### src/rtl/nonrestore_div_seq.sv
// Sequential unsigned non-restoring divider: one quotient bit per clock,
// start/done handshake, held results, divide-by-zero flag.
module nonrestore_div_seq #(
    parameter int unsigned WIDTH = 8
) (
    input  logic             clk,
    input  logic             rst_n,
    input  logic             start,
    input  logic [WIDTH-1:0] N,
    input  logic [WIDTH-1:0] D,
    output logic             busy,
    output logic             done,
    output logic [WIDTH-1:0] Q,
    output logic [WIDTH-1:0] R,
    output logic             dz
);

    localparam int unsigned CntW = $clog2(WIDTH + 1);

    typedef enum logic [1:0] {StIdle, StRun, StFix} state_t;

    state_t           state_q, state_d;
    logic [WIDTH:0]   a_q, a_d;
    logic [WIDTH-1:0] qr_q, qr_d;
    logic [CntW-1:0]  cnt_q, cnt_d;
    logic [WIDTH-1:0] dl_q, dl_d;
    logic [WIDTH-1:0] q_q, q_d;
    logic [WIDTH-1:0] r_q, r_d;
    logic             dz_q, dz_d;
    logic             done_q, done_d;
    logic             busy_q, busy_d;
    // Divide-by-zero request seen last edge; result is published on this edge.
    logic             dzp_q, dzp_d;

    logic [WIDTH:0]   s;
    logic [WIDTH:0]   dl_ext;
    logic [WIDTH:0]   a_step;

    assign s      = {a_q[WIDTH-1:0], qr_q[WIDTH-1]};
    assign dl_ext = {1'b0, dl_q};
    assign a_step = a_q[WIDTH] ? (s + dl_ext) : (s - dl_ext);

    always_comb begin
        state_d = state_q;
        a_d     = a_q;
        qr_d    = qr_q;
        cnt_d   = cnt_q;
        dl_d    = dl_q;
        q_d     = q_q;
        r_d     = r_q;
        dz_d    = dz_q;
        done_d  = 1'b0;
        busy_d  = busy_q;
        dzp_d   = 1'b0;
        unique case (state_q)
            StIdle: begin
                if (dzp_q) begin
                    q_d    = '1;
                    r_d    = qr_q;
                    dz_d   = 1'b1;
                    done_d = 1'b1;
                end
                if (start) begin
                    // QR doubles as the dividend latch for the divide-by-zero path.
                    qr_d = N;
                    if (D != '0) begin
                        a_d     = '0;
                        dl_d    = D;
                        cnt_d   = CntW'(WIDTH);
                        busy_d  = 1'b1;
                        state_d = StRun;
                    end else begin
                        dzp_d = 1'b1;
                    end
                end
            end
            StRun: begin
                a_d   = a_step;
                qr_d  = {qr_q[WIDTH-2:0], ~a_step[WIDTH]};
                cnt_d = cnt_q - 1'b1;
                if (cnt_q == CntW'(1)) begin
                    state_d = StFix;
                end
            end
            StFix: begin
                // A negative final partial remainder needs one add-back.
                r_d     = a_q[WIDTH] ? (a_q[WIDTH-1:0] + dl_q) : a_q[WIDTH-1:0];
                q_d     = qr_q;
                dz_d    = 1'b0;
                done_d  = 1'b1;
                busy_d  = 1'b0;
                state_d = StIdle;
            end
            default: begin
                state_d = StIdle;
            end
        endcase
    end

    always_ff @(posedge clk or negedge rst_n) begin
        if (!rst_n) begin
            state_q <= StIdle;
            a_q     <= '0;
            qr_q    <= '0;
            cnt_q   <= '0;
            dl_q    <= '0;
            q_q     <= '0;
            r_q     <= '0;
            dz_q    <= 1'b0;
            done_q  <= 1'b0;
            busy_q  <= 1'b0;
            dzp_q   <= 1'b0;
        end else begin
            state_q <= state_d;
            a_q     <= a_d;
            qr_q    <= qr_d;
            cnt_q   <= cnt_d;
            dl_q    <= dl_d;
            q_q     <= q_d;
            r_q     <= r_d;
            dz_q    <= dz_d;
            done_q  <= done_d;
            busy_q  <= busy_d;
            dzp_q   <= dzp_d;
        end
    end

    assign busy = busy_q;
    assign done = done_q;
    assign Q    = q_q;
    assign R    = r_q;
    assign dz   = dz_q;

endmodule

### config.mk
export PLATFORM = sky130hd
export DESIGN_NAME = nonrestore_div_seq
export DESIGN_NICKNAME = d
export VERILOG_FILES = /design/src/rtl/nonrestore_div_seq.sv
export SDC_FILE = /design/constraint.sdc
export NUM_CORES = 1
export LEC_CHECK = 0
export CAP_MARGIN = 15
export CORE_MARGIN = 4
export CORE_UTILIZATION = 37
export CTS_CLUSTER_DIAMETER = 80
export DETAILED_ROUTE_END_ITERATION = 8
export PLACE_DENSITY = 0.62
export SYNTH_ARGS = -nofsm -noshare
export SYNTH_HDL_FRONTEND = slang
export SYNTH_SLANG_ARGS = --single-unit
### constraint.sdc
create_clock -name clk -period 3.4 [get_ports clk]
set_input_delay 0.68 -clock clk [delete_from_list [all_inputs] [get_ports clk]]
set_output_delay 0.68 -clock clk [all_outputs]
set_load 0.05 [all_outputs]
==> results of run 1 <==
==> layer usage <==
layer  routed length [um]  global-route usage  up-vias
met2                 3200               0.236       50
li1                     -                   -     1200
met3                  325              0.0286       13
met4                  133              0.0494        0
met1                 3490               0.219     1160
met5                    0                   0        -
==> layout make-up <==
type                    count  area [um^2]  share of cell area
clock buffers               5         68.8              0.0192
clock inverters             3         28.8             0.00804
inverters                  14         52.6              0.0147
multi-input cells         250         1620               0.453
flip-flops and latches     51         1280               0.357
well taps                 102          128              0.0357
repair buffers             42          403               0.113
==> stage by stage <==
step	worst slack (ns)	instance area (um^2)	cells	hold slack (ns)
finish	0.788	3580	467	0.300
floorplan	0.960	3020	328	0.384
detailed placement	0.708	3480	459	0.468
global route	0.538	3580	467	0.330
CTS	0.767	3580	467	0.320
global placement	0.734	3480	459	0.463
==> power by group <==
part / switching, mW / internal [mW]
Combinational: 1.52 / 1.10
Sequential: 0.298 / 0.897
Clock: 0.239 / 0.153
Total: 2.05 / 2.15
==> cell usage in the layout (no fill, tap or decap), drive strengths merged, types with 2 or more instances in the layout <==
cell	synthesis	layout
or3	3	3
nor3b	2	2
clkdlybuf4s50	0	36
nor4	3	3
mux2i	11	11
a22o	2	2
nand3	13	13
a21o	4	4
inv	14	15
nor2	18	18
xor2	11	11
nor3	10	10
clkinv	0	2
xnor2	9	9
o31ai	2	2
and3	2	2
nor2b	8	8
a31oi	6	6
fa	2	2
o21bai	3	3
a21oi	14	14
o21ai	28	28
dfrtp	51	51
a211oi	4	4
clkbuf	7	5
nand2b	4	4
o22ai	2	2
ha	20	20
buf	6	6
nand2	59	59
==> worst reg2reg max path, delay by kind of cell, from the launching register on <==
kind / cells / cell delay [ns]
flops: 1 / 0.43
simple gates: 4 / 0.74
compound gates: 3 / 0.55
xor+xnor: 2 / 0.28
buf+inv: 1 / 0.14
fa+ha+maj: 2 / 0.41
==> flip-flops by register name, summed over array words and instances, names as in the netlist, 2 cells and up <==
signal,count
state_q,2
R,8
dl_q,8
qr_q,8
a_q,9
cnt_q,4
Q,8
==> cell families after synthesis <==
| group | Yosys count |
|---|---|
| AND/OR/NAND/NOR | 126 |
| XOR/XNOR | 20 |
| adder cells (fa/ha/maj) | 22 |
| multiplexers | 12 |
| AO/OA/AOI/OAI | 70 |
| flip-flops | 51 |
| buffers and inverters | 27 |
==> synth_stat cells (9+ instances only) <==
library cell and count:
nor3_1 10, ha_1 20, xor2_1 11, nor2_1 17
o21ai_0 27, nand3_1 13, inv_1 14, a21oi_1 13
mux2i_1 11, nand2_1 58, xnor2_1 9, dfrtp_1 51
==> how the worst max path moves through the flow <==
stage                             start                   end  slack [ns]  cells after the start
floorplan            a_q[8]$_DFFE_PN0P_   qr_q[0]$_DFFE_PN0P_        0.96                     11
global placement                   D[5]  cnt_q[3]$_DFFE_PN0P_        0.73                      7
detailed placement                 D[1]  cnt_q[3]$_DFFE_PN0P_        0.71                      7
CTS                 dl_q[1]$_DFFE_PN0P_   qr_q[0]$_DFFE_PN0P_        0.77                     12
global route        dl_q[1]$_DFFE_PN0P_   qr_q[0]$_DFFE_PN0P_        0.54                     12
finish              dl_q[1]$_DFFE_PN0P_   qr_q[0]$_DFFE_PN0P_        0.79                     12
==> results.json, run 1 <==
{
  "cp.arrival_ns": 2.86,
  "status": "completed",
  "vias_per_cell": 5.19,
  "timing.setup.tns_ns": 0,
  "root_buffer": "clkbuf_8",
  "yosys_warnings": 0,
  "drt-total-wl_um": 7150,
  "grt_first_pass_wirelength_um": 12100,
  "gr-total-overflow": 0,
  "fp-row-count": 32,
  "cts_tree": "built",
  "slew_headroom": 0.383,
  "yosysUniqueCellTypes": 49,
  "clock_latency_ns": 0.32,
  "finalSetupViolCount": 0,
  "muxShareOfSynthArea": 0.0402,
  "worst-setup-path-type": "register to register",
  "finClkSkew_ns": 0.00859,
  "synth_fa_ha_area_frac": 0.0962,
  "total_power_mw": 4.20,
  "grt_setup_unrepaired": "false",
  "synthSimpleGateAreaFrac": 0.197,
  "cts_sinks": 51,
  "layout-drive-gt1-share": 0.0685,
  "synth_top_area_frac": 0.423,
  "die_h_um": 98.3,
  "yosysTopAreaCell": "dfrtp_1",
  "grt_pass1_vias": 2431,
  "coreArea_um2": 7810,
  "routabilityCongestion": 0.840,
  "cts_buffer_depth": 2,
  "maxSlewViolCount": 0,
  "worst-path-max-fanout": 4,
  "port_buffers": 37,
  "r2r_start": "dl_q[1]$_DFFE_PN0P_",
  "synth-seq-cells": 51,
  "hold_class": "input pin to asynchronous set/reset pin",
  "dr_total_vias": 2423,
  "ys.flop_type": "dfrtp_1",
  "antenna_cells": 0,
  "pin_count": 38,
  "die_area_um2": 9660,
  "start_kind": "register",
  "syn_area_per_cell_um2": 9.20,
  "finalCritPeriodShare": 0.768,
  "cts_max_level": 2,
  "ant_nets": 0,
  "synth_top_family_by_area": "simple AND/OR/NAND/NOR gates",
  "syn_to_final_growth_pct": 18.7,
  "cts.clk_slew.worst_paths_ns": 0.11,
  "n_fill_cell": 787,
  "synth-compound-area-share": 0.146,
  "final_core_util": 0.458,
  "max-vdd-ir-drop_v": 0.000409,
  "die_w_um": 98.3,
  "synth_edf_count": 0,
  "antenna_found_initial": 0,
  "netlist_area_um2": 3020,
  "cts_hold_buf": 0,
  "grtUsageTotal": 0.154,
  "finalHoldViolCount": 0,
  "min_period_ns": 2.61,
  "end_kind": "register",
  "wire_per_inst_um": 15.3,
  "syn_nets": 369,
  "crit_chain": "inv_1 > ha_1 > nor3b_2 > nor2_1 > xnor2_1 > ha_1 > a21o_1 > or3_1 > o21ai_2 > xnor2_1 > nor2_2 > o31ai_2",
  "cts_made_buffers": 5,
  "remaining_drc_errors": 0,
  "p_leak_nw": 1.66,
  "postCtsSetupRepairBufs": 0,
  "drtIter0Drc": 96,
  "cp_num_buf_inv": 1,
  "crit_slowest_cell": "dfrtp_1",
  "tightest_slew_ns": 0.923,
  "hpwlAfterDp_um": 5410,
  "synthCells": 328,
  "drt_first_pass_iters": 4,
  "synthXorXnorAreaFrac": 0.0581,
  "rr_endpoint": "qr_q[0]$_DFFE_PN0P_",
  "power_density_nw_per_um2": 1170,
  "grt_max_degree": 31,
  "slowest_delay_ns": 0.43,
  "reg2reg_slack_ns": 0.79,
  "maxCapViolCount": 0,
  "worstPathRequired_ns": 3.65,
  "initial_core_util": 0.386,
  "nNetsFinal": 405,
  "ys_async_sr_fraction": 1.00,
  "cts.repair.resized": 0,
  "yosys-top-cells-area": "dfrtp_1 (42%), ha_1 (8.3%), nand2_1 (7.2%)",
  "fmax_ghz": 0.383,
  "worst_r2r_path_depth": 12,
  "crit_family": "simple AND/OR/NAND/NOR gates",
  "yosysSeqAreaShare": 0.423
}
(Power assumes the default switching activity.)
==> run 2, diff against run 1 <==
PLACE_DENSITY = 0.64   (was 0.62)
clock period = 2.24 ns   (was 3.4 ns; I/O delays follow)
==> run 2 against run 1 <==
Compared with the run above:
- the run now ends with negative setup slack left
- count of clock-buffer cells in the layout up 1
- global-route usage up 1.2 points
- first-iteration DRC count down 9.4%
- register-to-register slack worse by 0.95 ns
- critical endpoint is now a_q[8]$_DFFE_PN0P_
==> results.json, run 2 (same netlist as run 1, synthesis figures left out) <==
{
  "place_ws_ns": -0.220,
  "dpl_cell_area_um2": 3800,
  "die_h_um": 98.3,
  "reg2reg_slack_ns": -0.16,
  "root_buffer": "clkbuf_8",
  "drt_first_pass_iters": 4,
  "worst-path-max-fanout": 4,
  "routabilityCongestion": 0.858,
  "rr_endpoint": "a_q[8]$_DFFE_PN0P_",
  "final_common_cell": "nand2_1",
  "initial_core_util": 0.386,
  "grt_pass1_vias": 2602,
  "r2r_start": "dl_q[1]$_DFFE_PN0P_",
  "finalHoldViolCount": 0,
  "cts_hold_buf": 0,
  "ant_nets": 0,
  "min_period_ns": 2.40,
  "fmax_ghz": 0.417,
  "cts_sinks": 51,
  "antenna_cells": 0,
  "grt_max_degree": 25,
  "cp-startpoint": "dl_q[1]$_DFFE_PN0P_",
  "regMostFlops": "a_q",
  "mostFrequentLayoutCells": "nand2_1 (57), dfrtp_1 (50), buf_4 (47)",
  "holdWs_ns": 0.0732,
  "worst-setup-path-type": "register to register",
  "wire_per_inst_um": 15.0,
  "status": "finished, violations left",
  "drtIter0Drc": 87,
  "cts_tree": "built",
  "remaining_drc_errors": 0,
  "dr_total_vias": 2547,
  "grt_first_pass_wirelength_um": 12900,
  "cts_max_level": 2,
  "maxCapViolCount": 0,
  "worstPathRequired_ns": 2.45,
  "maxSlewViolCount": 0,
  "cp.arrival_ns": 2.61,
  "syn_to_final_growth_pct": 32.9,
  "cts_made_buffers": 5,
  "n_fill_cell": 754,
  "nNetsFinal": 447,
  "gr-total-overflow": 0,
  "layout_setup_ws_ns": -0.160,
  "coreArea_um2": 7810,
  "violations": "negative setup slack",
  "antenna_found_initial": 0,
  "largest_register_ffs": 9,
  "layout-drive-gt1-share": 0.216,
  "die_area_um2": 9660,
  "slew_headroom": 0.539,
  "cts.clk_slew.worst_paths_ns": 0.10,
  "timing.setup.tns_ns": -0.414,
  "finalSetupViolCount": 5,
  "vias_per_cell": 5.00,
  "worst_r2r_path_depth": 12,
  "grt_setup_unrepaired": "true",
  "finalCritPeriodShare": 1.07,
  "postLayoutCellArea_um2": 4010,
  "max-vdd-ir-drop_v": 0.000653,
  "port_buffers": 37,
  "power_density_nw_per_um2": 1830,
  "finClkSkew_ns": 0.0115,
  "hpwlAfterDp_um": 5910,
  "final_core_util": 0.513,
  "end_kind": "register",
  "fp-row-count": 32,
  "p_leak_nw": 1.89,
  "die_w_um": 98.3,
  "grtUsageTotal": 0.165,
  "hold_class": "input pin to asynchronous set/reset pin",
  "start_kind": "register",
  "tightest_slew_ns": 0.691,
  "pin_count": 38,
  "cts_buffer_depth": 2,
  "clock_latency_ns": 0.31,
  "drt-total-wl_um": 7630
}
-- run 2: cell count changes in the layout (fill, tap and decap cells not counted), sizes merged --
cell and change:
buf +42, inv -1, clkbuf +1, clkinvlp +1, clkinv -1
-- run 2: where the power goes --
| part | switching, mW | total [mW] | internal [mW] |
|---|---|---|---|
| Clock | 0.326 | 0.579 | 0.253 |
| Combinational | 2.65 | 5.01 | 2.36 |
| Sequential | 0.399 | 1.76 | 1.36 |
-- run 2: cell type report --
class                           instances  area (um^2)  share of cell area
Multi-Input combinational cell        250         1730               0.433
Sequential cell                        51         1280               0.319
Timing Repair Buffer                   84          718               0.179
Tap cell                              102          128              0.0318
Clock buffer                            6         82.6              0.0206
Inverter                               14         52.6              0.0131
Clock inverter                          2         16.3             0.00406
-- run 2: how the worst max path moves through the flow --
stage | end | slack [ns] | cells past startpoint
after floorplan | qr_q[0]$_DFFE_PN0P_ | -0.10 | 12
after global placement | qr_q[0]$_DFFE_PN0P_ | -0.15 | 11
after detailed placement | qr_q[0]$_DFFE_PN0P_ | -0.22 | 10
after CTS | a_q[8]$_DFFE_PN0P_ | -0.19 | 12
after global routing | a_q[8]$_DFFE_PN0P_ | -0.29 | 12
final | a_q[8]$_DFFE_PN0P_ | -0.16 | 12
-- run 2: through the flow --
step | cells | total power [mW]
CTS | 506 | 7.13
floorplan | 328 | 4.91
detailed placement | 495 | 6.46
global placement | 495 | 6.36
global route | 509 | 8.04
finish | 509 | 7.36
-- run 2: metal layers --
layer  vias to the layer above  global-route usage  wire (um)
met5                         -                   0          0
met4                         0              0.0578        133
met3                        10              0.0229        246
met2                        40               0.264       3640
met1                      1210               0.229       3610
li1                       1287                   -          -
-- run 2: critical path: stages, from the launching register on --
cell and delay [ns]:
dfrtp_2 0.46, inv_2 0.09, ha_4 0.12, nor3b_4 0.21, nor2_2 0.05, xnor2_1 0.14
ha_2 0.19, a21o_1 0.18, or3_1 0.32, o21ai_2 0.17, xnor2_2 0.13, nor2_2 0.06
a21o_1 0.17
-- run 2: timing repair --
item | 4_1_cts | 5_1_grt
gates resized for setup | 4 | 13
setup endpoints to repair | 5 | 8
pin swaps | 10 | 9
buffers inserted | 3 | 3
